===== src/rtl/serial_word_deserializer_pkg.sv =====
// Shared types and sizing helpers for the serial word deserializer.
package serial_word_deserializer_pkg;

  localparam int STATE_W   = 1;
  localparam int DEF_WIDTH = 8;

  typedef enum logic [STATE_W-1:0] {
    IDLE  = 1'b0,
    SHIFT = 1'b1
  } state_e;

  function automatic int cnt_w(input int w);
    return (w <= 2) ? 1 : $clog2(w);
  endfunction

endpackage


===== src/rtl/serial_word_deserializer_out_buf.sv =====
// One-entry valid/ready holding register; a word arriving while full and not
// draining is dropped and flagged in a sticky overflow bit.
module deser_out_buf
  import serial_word_deserializer_pkg::*;
#(
  parameter int WIDTH = DEF_WIDTH
) (
  input  logic             clk,
  input  logic             rst_n,
  input  logic             load,
  input  logic [WIDTH-1:0] word,
  input  logic             ready,
  input  logic             clr_ovf,
  output logic [WIDTH-1:0] data,
  output logic             valid,
  output logic             overflow
);

  logic accept, take, drop;

  assign accept = valid && ready;
  assign take   = load && (!valid || accept);
  assign drop   = load && valid && !ready;

  always_ff @(posedge clk or negedge rst_n) begin
    if (!rst_n) begin
      data     <= '0;
      valid    <= 1'b0;
      overflow <= 1'b0;
    end else begin
      if (take) begin
        data  <= word;
        valid <= 1'b1;
      end else if (accept) begin
        valid <= 1'b0;
      end
      // a drop on the same edge outranks a clear
      if (drop)         overflow <= 1'b1;
      else if (clr_ovf) overflow <= 1'b0;
    end
  end

endmodule


===== src/rtl/serial_word_deserializer.sv =====
// Samples an enable-qualified serial stream into WIDTH-bit words, optionally
// framed by a start bit, and hands them to a valid/ready consumer.
module serial_word_deserializer
  import serial_word_deserializer_pkg::*;
#(
  parameter int WIDTH     = DEF_WIDTH,
  parameter bit MSB_FIRST = 1'b1,
  parameter bit SYNC      = 1'b1
) (
  input  logic             clk,
  input  logic             rst_n,
  input  logic             enable,
  input  logic             in,
  output logic [WIDTH-1:0] out_data,
  output logic             out_valid,
  input  logic             out_ready,
  output logic             overflow,
  input  logic             clr_ovf,
  output logic             busy
);

  localparam int            CW   = cnt_w(WIDTH);
  localparam logic [CW-1:0] LAST = CW'(WIDTH - 1);

  state_e           state, state_n;
  logic [CW-1:0]    cnt, cnt_n;
  logic [WIDTH-1:0] sreg, sreg_n, shifted;
  logic             done;

  assign shifted = MSB_FIRST ? {sreg[WIDTH-2:0], in} : {in, sreg[WIDTH-1:1]};

  always_comb begin
    state_n = state;
    cnt_n   = cnt;
    sreg_n  = sreg;
    done    = 1'b0;
    if (enable) begin
      case (state)
        IDLE: if (in) begin
          state_n = SHIFT;
          cnt_n   = '0;
        end
        SHIFT: begin
          sreg_n = shifted;
          if (cnt == LAST) begin
            done  = 1'b1;
            cnt_n = '0;
            if (SYNC) state_n = IDLE;
          end else begin
            cnt_n = cnt + 1'b1;
          end
        end
      endcase
    end
  end

  always_ff @(posedge clk or negedge rst_n) begin
    if (!rst_n) begin
      state <= SYNC ? IDLE : SHIFT;
      cnt   <= '0;
      sreg  <= '0;
      busy  <= 1'b0;
    end else begin
      state <= state_n;
      cnt   <= cnt_n;
      sreg  <= sreg_n;
      // free-running mode has no framing state, so busy tracks a partial word
      busy  <= SYNC ? (state_n == SHIFT) : (cnt_n != '0);
    end
  end

  deser_out_buf #(.WIDTH(WIDTH)) u_buf (
    .clk      (clk),
    .rst_n    (rst_n),
    .load     (done),
    .word     (sreg_n),
    .ready    (out_ready),
    .clr_ovf  (clr_ovf),
    .data     (out_data),
    .valid    (out_valid),
    .overflow (overflow)
  );

endmodule


===== config.mk =====
export PLATFORM = sky130hd
export DESIGN_NAME = serial_word_deserializer
export DESIGN_NICKNAME = d
export VERILOG_FILES = /design/src/rtl/serial_word_deserializer_pkg.sv /design/src/rtl/serial_word_deserializer_out_buf.sv /design/src/rtl/serial_word_deserializer.sv
export SDC_FILE = /design/constraint.sdc
export NUM_CORES = 1
export LEC_CHECK = 0
export CAP_MARGIN = 10
export CORE_ASPECT_RATIO = 0.75
export CORE_UTILIZATION = 45
export CTS_CLUSTER_SIZE = 25
export DETAILED_ROUTE_END_ITERATION = 16
export GPL_TIMING_DRIVEN = 0
export HOLD_SLACK_MARGIN = 0.06
export PLACE_DENSITY = 0.7
export SLEW_MARGIN = 0
export SYNTH_ARGS = -nofsm -noshare
export SYNTH_HDL_FRONTEND = slang
export SYNTH_SLANG_ARGS = --single-unit

===== constraint.sdc =====
create_clock -name clk -period 1.8 [get_ports clk]
set_input_delay 0.27 -clock clk [delete_from_list [all_inputs] [get_ports clk]]
set_output_delay 0.27 -clock clk [all_outputs]
set_load 0.05 [all_outputs]

# == Word-level counts from Yosys, hierarchy flattened ==
# Index checks and enable logic that the tools add are counted.
# totals
regBits,22
out_inout_bits,11
# op_classes
addsub,1
n_eq_ne,2
muxes,15
n_reduce_logical,10
bitwise_logic,1
# op_table
operator,count
8-bit 2-to-1 mux,2
1-bit 2-to-1 mux,9
3-bit 2-to-1 mux,2
3-bit case mux with 2 select lines,1
1-bit logical AND,4
2-bit nonzero test,2
3-bit by 1-bit adder with 3-bit output (second input constant),1
3-bit == test (second input constant),1
1-bit zero test,2
2-bit != test (second input constant),1
1-bit case mux with 2 select lines,1
2-bit AND reduction,1
1-bit logical OR,1
1-bit inverter,1

# == Depth between registers and ports, before layout ==
# Gate-level depths: netlist of run 1.
# depth
depth_word,7
mapped_depth,6
depth_no_buf,5

# == By module ==
# Synthesis of run 1 repeated with hierarchy kept, for this count alone.
# unflattened
hier_cells,55
hier_area_um2,894.6
# modules_own_cells
mod,area_per_inst_um2,n_inst,cells_per_inst
serial_word_deserializer,481.7,1,31
deser_out_buf,412.9,1,24

# == Worst setup path after synthesis of run 1 ==
# OpenSTA, ideal clock, no wires.
# synth_timing
kind,register to register
start,register state
end,register u_buf.data[0]
t_arrival_ps,1464
setup_ps,125
setup_slack_ps,211
stages_incl_launch_ff,5
synth_period_minus_slack_ps,1589
path_cell_list,dfrtp_1 -> buf_6 -> nand2_8 -> mux2_4 -> mux2_4
# synth_between
elab_cells_between_ends,5
# synth_rtl
element,line_no,rtl
start: declaration,serial_word_deserializer.sv:25,"state_e state, state_n;"
start signal: assignment,serial_word_deserializer.sv:59,state <= SYNC ? IDLE : SHIFT;
start signal: assignment,serial_word_deserializer.sv:64,state <= state_n;
8-bit 2-to-1 mux,serial_word_deserializer.sv:38,case (state)
8-bit 2-to-1 mux,serial_word_deserializer.sv:37,if (enable) begin
named net sreg_n[0],serial_word_deserializer.sv:27,"logic [WIDTH-1:0] sreg, sreg_n, shifted;"
end signal: assignment,serial_word_deserializer_out_buf.sv:32,data <= word;
end: declaration,serial_word_deserializer_out_buf.sv:14,"output logic [WIDTH-1:0] data,"
# The timed path passes the listed nets, and every way through them passes these cells.
# A chain may end at the register's enable or synchronous reset.

# == Worst setup path after layout of run 1 ==
# layout_timing
start,register u_buf.data[1]
end,output out_data[1]
# layout_rtl
element,line_no,rtl
end: declaration,serial_word_deserializer.sv:14,"output logic [WIDTH-1:0] out_data,"
# No word-level cell between the ends.

==> results of run 1 <==
-- final timing paths --
path                       depth (start not counted)              to     startpoint  slack (ns)
min reg2reg                                        1          cnt[0]         cnt[0]        0.51
min in group asynchronous                          1  u_buf.overflow          rst_n        0.47
min                                                2           state         enable        0.20
max reg2reg                                        6   u_buf.data[1]         cnt[0]        0.15
max                                                1     out_data[1]  u_buf.data[1]        0.06
max in group asynchronous                          1          cnt[1]          rst_n        0.75
-- through the flow --
stage / worst slack, ns / hold WS, ns / instances / cell area [um2]
after floorplan: 0.211 / -0.0256 / 57 / 961
after global placement: 0.175 / 0.480 / 96 / 1140
after detailed placement: 0.157 / 0.487 / 96 / 1140
after CTS: 0.0105 / 0.185 / 100 / 1190
after global routing: 0.000503 / 0.171 / 100 / 1210
final: 0.0606 / 0.203 / 100 / 1210
-- power breakdown --
part | internal [mW] | total [mW] | switching, mW
Clock | 0.225 | 0.373 | 0.148
Combinational | 0.473 | 0.991 | 0.518
Sequential | 0.698 | 0.811 | 0.113
Total | 1.40 | 2.17 | 0.778
-- layout make-up --
class / instances / area (um2) / share of cell area [%]
buffer: 3 / 33.8 / 2.79
clock buffer: 3 / 22.5 / 1.86
clock inverter: 1 / 30.0 / 2.48
inverter: 1 / 3.75 / 0.310
multi-input combinational: 31 / 373 / 30.8
sequential: 22 / 551 / 45.4
tap: 24 / 30.0 / 2.48
timing repair buffer: 15 / 169 / 13.9
-- layer usage --
| layer | vias to the layer above | part of all wire [%] | global-route usage (%) |
|---|---|---|---|
| li1 | 241 | - | - |
| met4 | 0 | 0.89 | 6.00 |
| met3 | 2 | 5.1 | 6.48 |
| met1 | 247 | 48 | 19.7 |
| met5 | - | 0 | 0 |
| met2 | 11 | 46 | 21.7 |
-- state kept, by name, summed over array words and instances (netlist names) --
| signal | flops |
|---|---|
| u_buf.overflow | 1 |
| u_buf.data | 8 |
| state | 1 |
| sreg | 8 |
| cnt | 3 |
| u_buf.valid | 1 |
-- kinds of logic after synthesis --
kind of cell | count (synthesis)
compound gates | 7
buf+inv | 4
fa+ha+maj | 2
mux | 16
simple gates | 6
flops | 22
-- worst reg2reg max path, cell delays in order (launching register included) --
cell and delay [ns]:
dfrtp_1 0.41, ha_1 0.20, ha_1 0.23, nand3_2 0.12
nand2b_4 0.13, buf_6 0.15, mux2_4 0.31
-- layout by cell type, fill, tap and decap left out, drive strengths merged --
cell and instances:
clkbuf 3, inv 1, a31oi 1, clkdlybuf4s50 6, ha 2, nand3 1, o21ai 1, bufinv 1
o31ai 1, a21oi 1, dfrtp 22, o22ai 1, a32o 2, nand2b 2, dlymetal6s2s 8, dlygate4sd2 1
buf 3, mux2 16, nand2 3
-- timing repair --
| item | 4_1_cts | 5_1_grt |
|---|---|---|
| gates resized for setup | 1 | 8 |
| hold buffers | 0 | 0 |
| setup endpoints to repair | 1 | 8 |
| hold endpoints to repair | 0 | 0 |
==> results.py, run 1 <==
metrics = {
    "synth": {
        "synth_top_family_by_area": "multiplexers",
        "syn_inst": 57,
        "yosys.cell_count.top_type": "dfrtp_1",
        "synth_ff_type": "dfrtp_1",
        "syn_area_um2": 961,
        "yosysUniqueCellTypes": 16,
        "ys_seq_area_share_pct": 57.3,
        "syn_area_per_cell_um2": 16.9,
        "synthSimpleGateAreaFrac_pct": 5.99,
        "synth-seq-cells": 22,
        "synth-xor-area-share_pct": 0,
        "synthTopCellsByArea": "dfrtp_1 57%, mux2_4 25%, buf_6 3.5%",
        "ys_warn_count": 0,
        "synth_compound_area_share_pct": 5.21,
        "async_flop_share_pct": 100,
        "yosys.area.top_type": "dfrtp_1",
        "synth-edff-count": 0,
        "syn_nets": 65,
        "synth_top_area_share_pct": 57.3,
        "synthMuxAreaShare_pct": 25.0,
        "synthAdderAreaFrac_pct": 2.60,
        "yosys-top-cells-count": "22 x dfrtp_1, 16 x mux2_4, 3 x buf_6",
    },
    "floorplanning": {
        "dieWidth_um": 55.4,
        "ios": 17,
        "die-height_um": 42.0,
        "die-area_mm2": 0.00233,
        "core_area_mm2": 0.00201,
        "initial_core_util_pct": 47.7,
        "fp-row-count": 14,
    },
    "cells_and_area": {
        "antenna_cells": 0,
        "area_growth_pct": 26.2,
        "layout.nets": 85,
        "fillers": 161,
        "final_util_pct": 60.2,
        "drive_above_1_share_pct": 34.2,
    },
    "route": {
        "final_antenna_net_count": 0,
        "drt_first_pass_iters": 2,
        "vias": 501,
        "first_iter_violations": 2,
        "totalWireLength_mm": 1.47,
        "wl_per_cell_um": 14.7,
        "drc": 0,
        "viasPerCell": 5.01,
    },
    "clock_tree": {
        "clk_pin_slew_worst_paths_ns": 0.11,
        "post-cts-setup-buffers": 0,
        "clock_latency_ns": 0.31,
        "ctsLongestPathBuffers": 2,
        "cts_buffers": 3,
        "cts_root_buf": "clkbuf_4",
        "htreeDepth": 1,
        "clock_sinks": 22,
        "cts_tree": "yes",
    },
    "setup_path": {
        "path_delay_family": "buffers and inverters",
        "path_buf_inv": 1,
        "path_cells": "clkdlybuf4s50_1",
        "end_kind": "output port",
        "critPathKind": "register to output port",
        "required_ns": 1.53,
        "worstPathMaxFanout": 2,
        "cp.arrival_ns": 1.47,
        "critical_path.max_stage_delay_ns": 0.80,
        "start_kind": "register",
        "crit_slowest_cell": "clkdlybuf4s50_1",
    },
    "sta": {
        "fmax_mhz": 575,
        "tightest_slew_ns": 0.946,
        "post-route-min-period_ns": 1.74,
        "finalSetupTns_ns": 0,
        "timing.final.crit_share_pct": 96.6,
        "rsz0062_at_grt": "false",
        "finalClockSkew_ns": 0.00944,
        "max_slew_margin_pct": 36.7,
        "finalMaxSlewViolations": 0,
        "setup-violations-final": 0,
        "hold_violations": 0,
    },
    "pwr": {
        "peakVddDrop_uv": 1080,
        "leakage_nw": 0.684,
        "power_density_mw_per_mm2": 1790,
        "power_mw": 2.17,
    },
    "flow_run": {
        "max-cap-violations": 0,
    },
    "placement": {
        "routabilityCongestion": 0.724,
        "place_hpwl_mm": 1.03,
        "port_buffers": 15,
    },
    "global_route": {
        "grt_use_total_pct": 14.9,
        "grt_max_degree": 23,
        "grt_pass1_wl_mm": 2.55,
        "grt_pass1_vias": 548,
        "antenna_found_initial": 0,
        "grt_overflow": 0,
    },
    "hold_path": {
        "hp-class": "input port to register",
    },
    "outcome": {
        "outcome": "completed",
    },
}
(Power assumes the default switching activity.)
==> inputs of run 2 (changes only) <==
--- a/constraint.sdc
+++ b/constraint.sdc
@@ -3,2 +3,2 @@
 set_output_delay 0.27 -clock clk [all_outputs]
-set_load 0.05 [all_outputs]
+set_load 0.01 [all_outputs]
==> run 2 against run 1 <==
Compared with the run above:
- first-iteration DRC count did not move
- count of clock-buffer cells in the layout stayed put
- final area fell by 1.5%
- clock skew barely moved
- register-to-register slack about the same
- hold slack better by 0.00062 ns
- final cell count unchanged
- critical endpoint is now u_buf.data[1]
==> results.py, run 2 (same netlist as run 1, synthesis figures left out) <==
metrics = {
    "clock_tree": {
        "cts_hold_buffers": 0,
        "clock_sinks": 22,
        "cts_buffers": 3,
        "cts_root_buf": "clkbuf_4",
        "ctsLongestPathBuffers": 2,
        "htreeDepth": 1,
        "clock_latency_ns": 0.31,
        "post-cts-setup-buffers": 0,
        "post_cts_resized": 0,
        "cts_tree": "yes",
        "clk_pin_slew_worst_paths_ns": 0.11,
    },
    "setup_path": {
        "path_delay_family": "adder cells",
        "end_kind": "register",
        "required_ns": 2.00,
        "critPathKind": "register to register",
        "path_buf_inv": 1,
        "cp_common_cell": "ha_1",
        "cp.arrival_ns": 1.85,
        "path_cells": "ha_1, ha_1, nand3_2, nand2b_4, buf_6, mux2_4",
        "start_kind": "register",
        "critical_path.max_stage_delay_ns": 0.41,
        "crit_slowest_cell": "dfrtp_1",
        "worstPathMaxFanout": 8,
    },
    "placement": {
        "port_buffers": 15,
        "routabilityCongestion": 0.724,
        "place_hpwl_mm": 1.03,
    },
    "pwr": {
        "leakage_nw": 0.576,
        "power_density_mw_per_mm2": 1610,
        "peakVddDrop_uv": 921,
        "power_mw": 1.92,
    },
    "global_route": {
        "antenna_found_initial": 0,
        "grt_max_degree": 23,
        "grt_pass1_wl_mm": 2.55,
        "grt_pass1_vias": 548,
        "grt_use_total_pct": 14.9,
        "grt_overflow": 0,
    },
    "cells_and_area": {
        "area_growth_pct": 24.2,
        "layout_common_cells": "22 x dfrtp_1, 16 x mux2_4, 15 x clkdlybuf4s50_1",
        "antenna_cells": 0,
        "fillers": 164,
        "largestRegisters": "sreg: 8 flops, u_buf.data: 8 flops, cnt: 3 flops",
        "layout.nets": 85,
        "drive_above_1_share_pct": 34.2,
        "final_common_cell": "dfrtp_1",
    },
    "hold_path": {
        "hp-class": "input port to register",
    },
    "route": {
        "drc": 0,
        "totalWireLength_mm": 1.43,
        "final_antenna_net_count": 0,
        "drt_first_pass_iters": 2,
        "viasPerCell": 5.02,
        "wl_per_cell_um": 14.3,
        "vias": 502,
        "first_iter_violations": 2,
    },
    "sta": {
        "tightest_slew_ns": 0.947,
        "finalClockSkew_ns": 0.00950,
        "fmax_mhz": 605,
        "max_slew_margin_pct": 36.7,
        "setup-violations-final": 0,
        "rsz0062_at_grt": "false",
        "hold_violations": 0,
        "post-route-min-period_ns": 1.65,
        "fin_hold_ws_ns": 0.204,
        "finalSetupTns_ns": 0,
        "finalMaxSlewViolations": 0,
        "timing.final.crit_share_pct": 91.9,
    },
    "floorplanning": {
        "die-height_um": 42.0,
        "dieWidth_um": 55.4,
        "fp-row-count": 14,
        "initial_core_util_pct": 47.7,
        "ios": 17,
        "core_area_mm2": 0.00201,
        "die-area_mm2": 0.00233,
    },
    "outcome": {
        "outcome": "completed",
    },
    "flow_run": {
        "max-cap-violations": 0,
    },
}
## run 2: cell count changes in the layout (fill, tap and decap cells not counted), sizes merged
cell	change
dlymetal6s2s	-8
dlygate4sd2	-1
clkdlybuf4s50	+9
## run 2: worst paths after layout
check | start | endpoint | slack (ns) | cells after the start
setup / recovery | cnt[0] | u_buf.data[1] | 0.15 | 6
setup reg to reg | cnt[0] | u_buf.data[1] | 0.15 | 6
hold reg to reg | cnt[0] | cnt[0] | 0.51 | 1
hold / removal | enable | state | 0.20 | 2
max in group asynchronous | rst_n | cnt[1] | 0.75 | 1
min in group asynchronous | rst_n | u_buf.overflow | 0.47 | 1
## run 2: layout make-up
cell class / instances / area, um2 / area share (%)
clock buffers: 3 / 22.5 / 1.89
plain buffers: 3 / 33.8 / 2.83
flip-flops and latches: 22 / 551 / 46.1
clock inverters: 1 / 30.0 / 2.52
well taps: 24 / 30.0 / 2.52
multi-input cells: 31 / 373 / 31.2
inverters: 1 / 3.75 / 0.314
repair buffers: 15 / 150 / 12.6
## run 2: power breakdown
| part | switching (mW) | leakage [nW] | internal (mW) |
|---|---|---|---|
| Clock | 0.148 | 0.0279 | 0.225 |
| Combinational | 0.247 | 0.276 | 0.484 |
| Sequential | 0.115 | 0.271 | 0.698 |
| Total | 0.509 | 0.576 | 1.41 |
## run 2: through the flow
step / utilization (%) / worst slack, ns / instances / cell area (um2)
after floorplan: - / 0.268 / 57 / 961
after global placement: 56.6 / 0.175 / 96 / 1140
after detailed placement: 56.6 / 0.157 / 96 / 1140
after CTS: 59.3 / 0.136 / 100 / 1190
after global routing: 59.3 / 0.0722 / 100 / 1190
final: 59.3 / 0.146 / 100 / 1190
## run 2: routing by layer
layer	GRT usage, %	vias up	routed length (um)
met3	6.48	2	67
li1	-	241	-
met5	0	-	0
met2	21.7	11	649
met4	6.00	0	13
met1	19.7	248	700
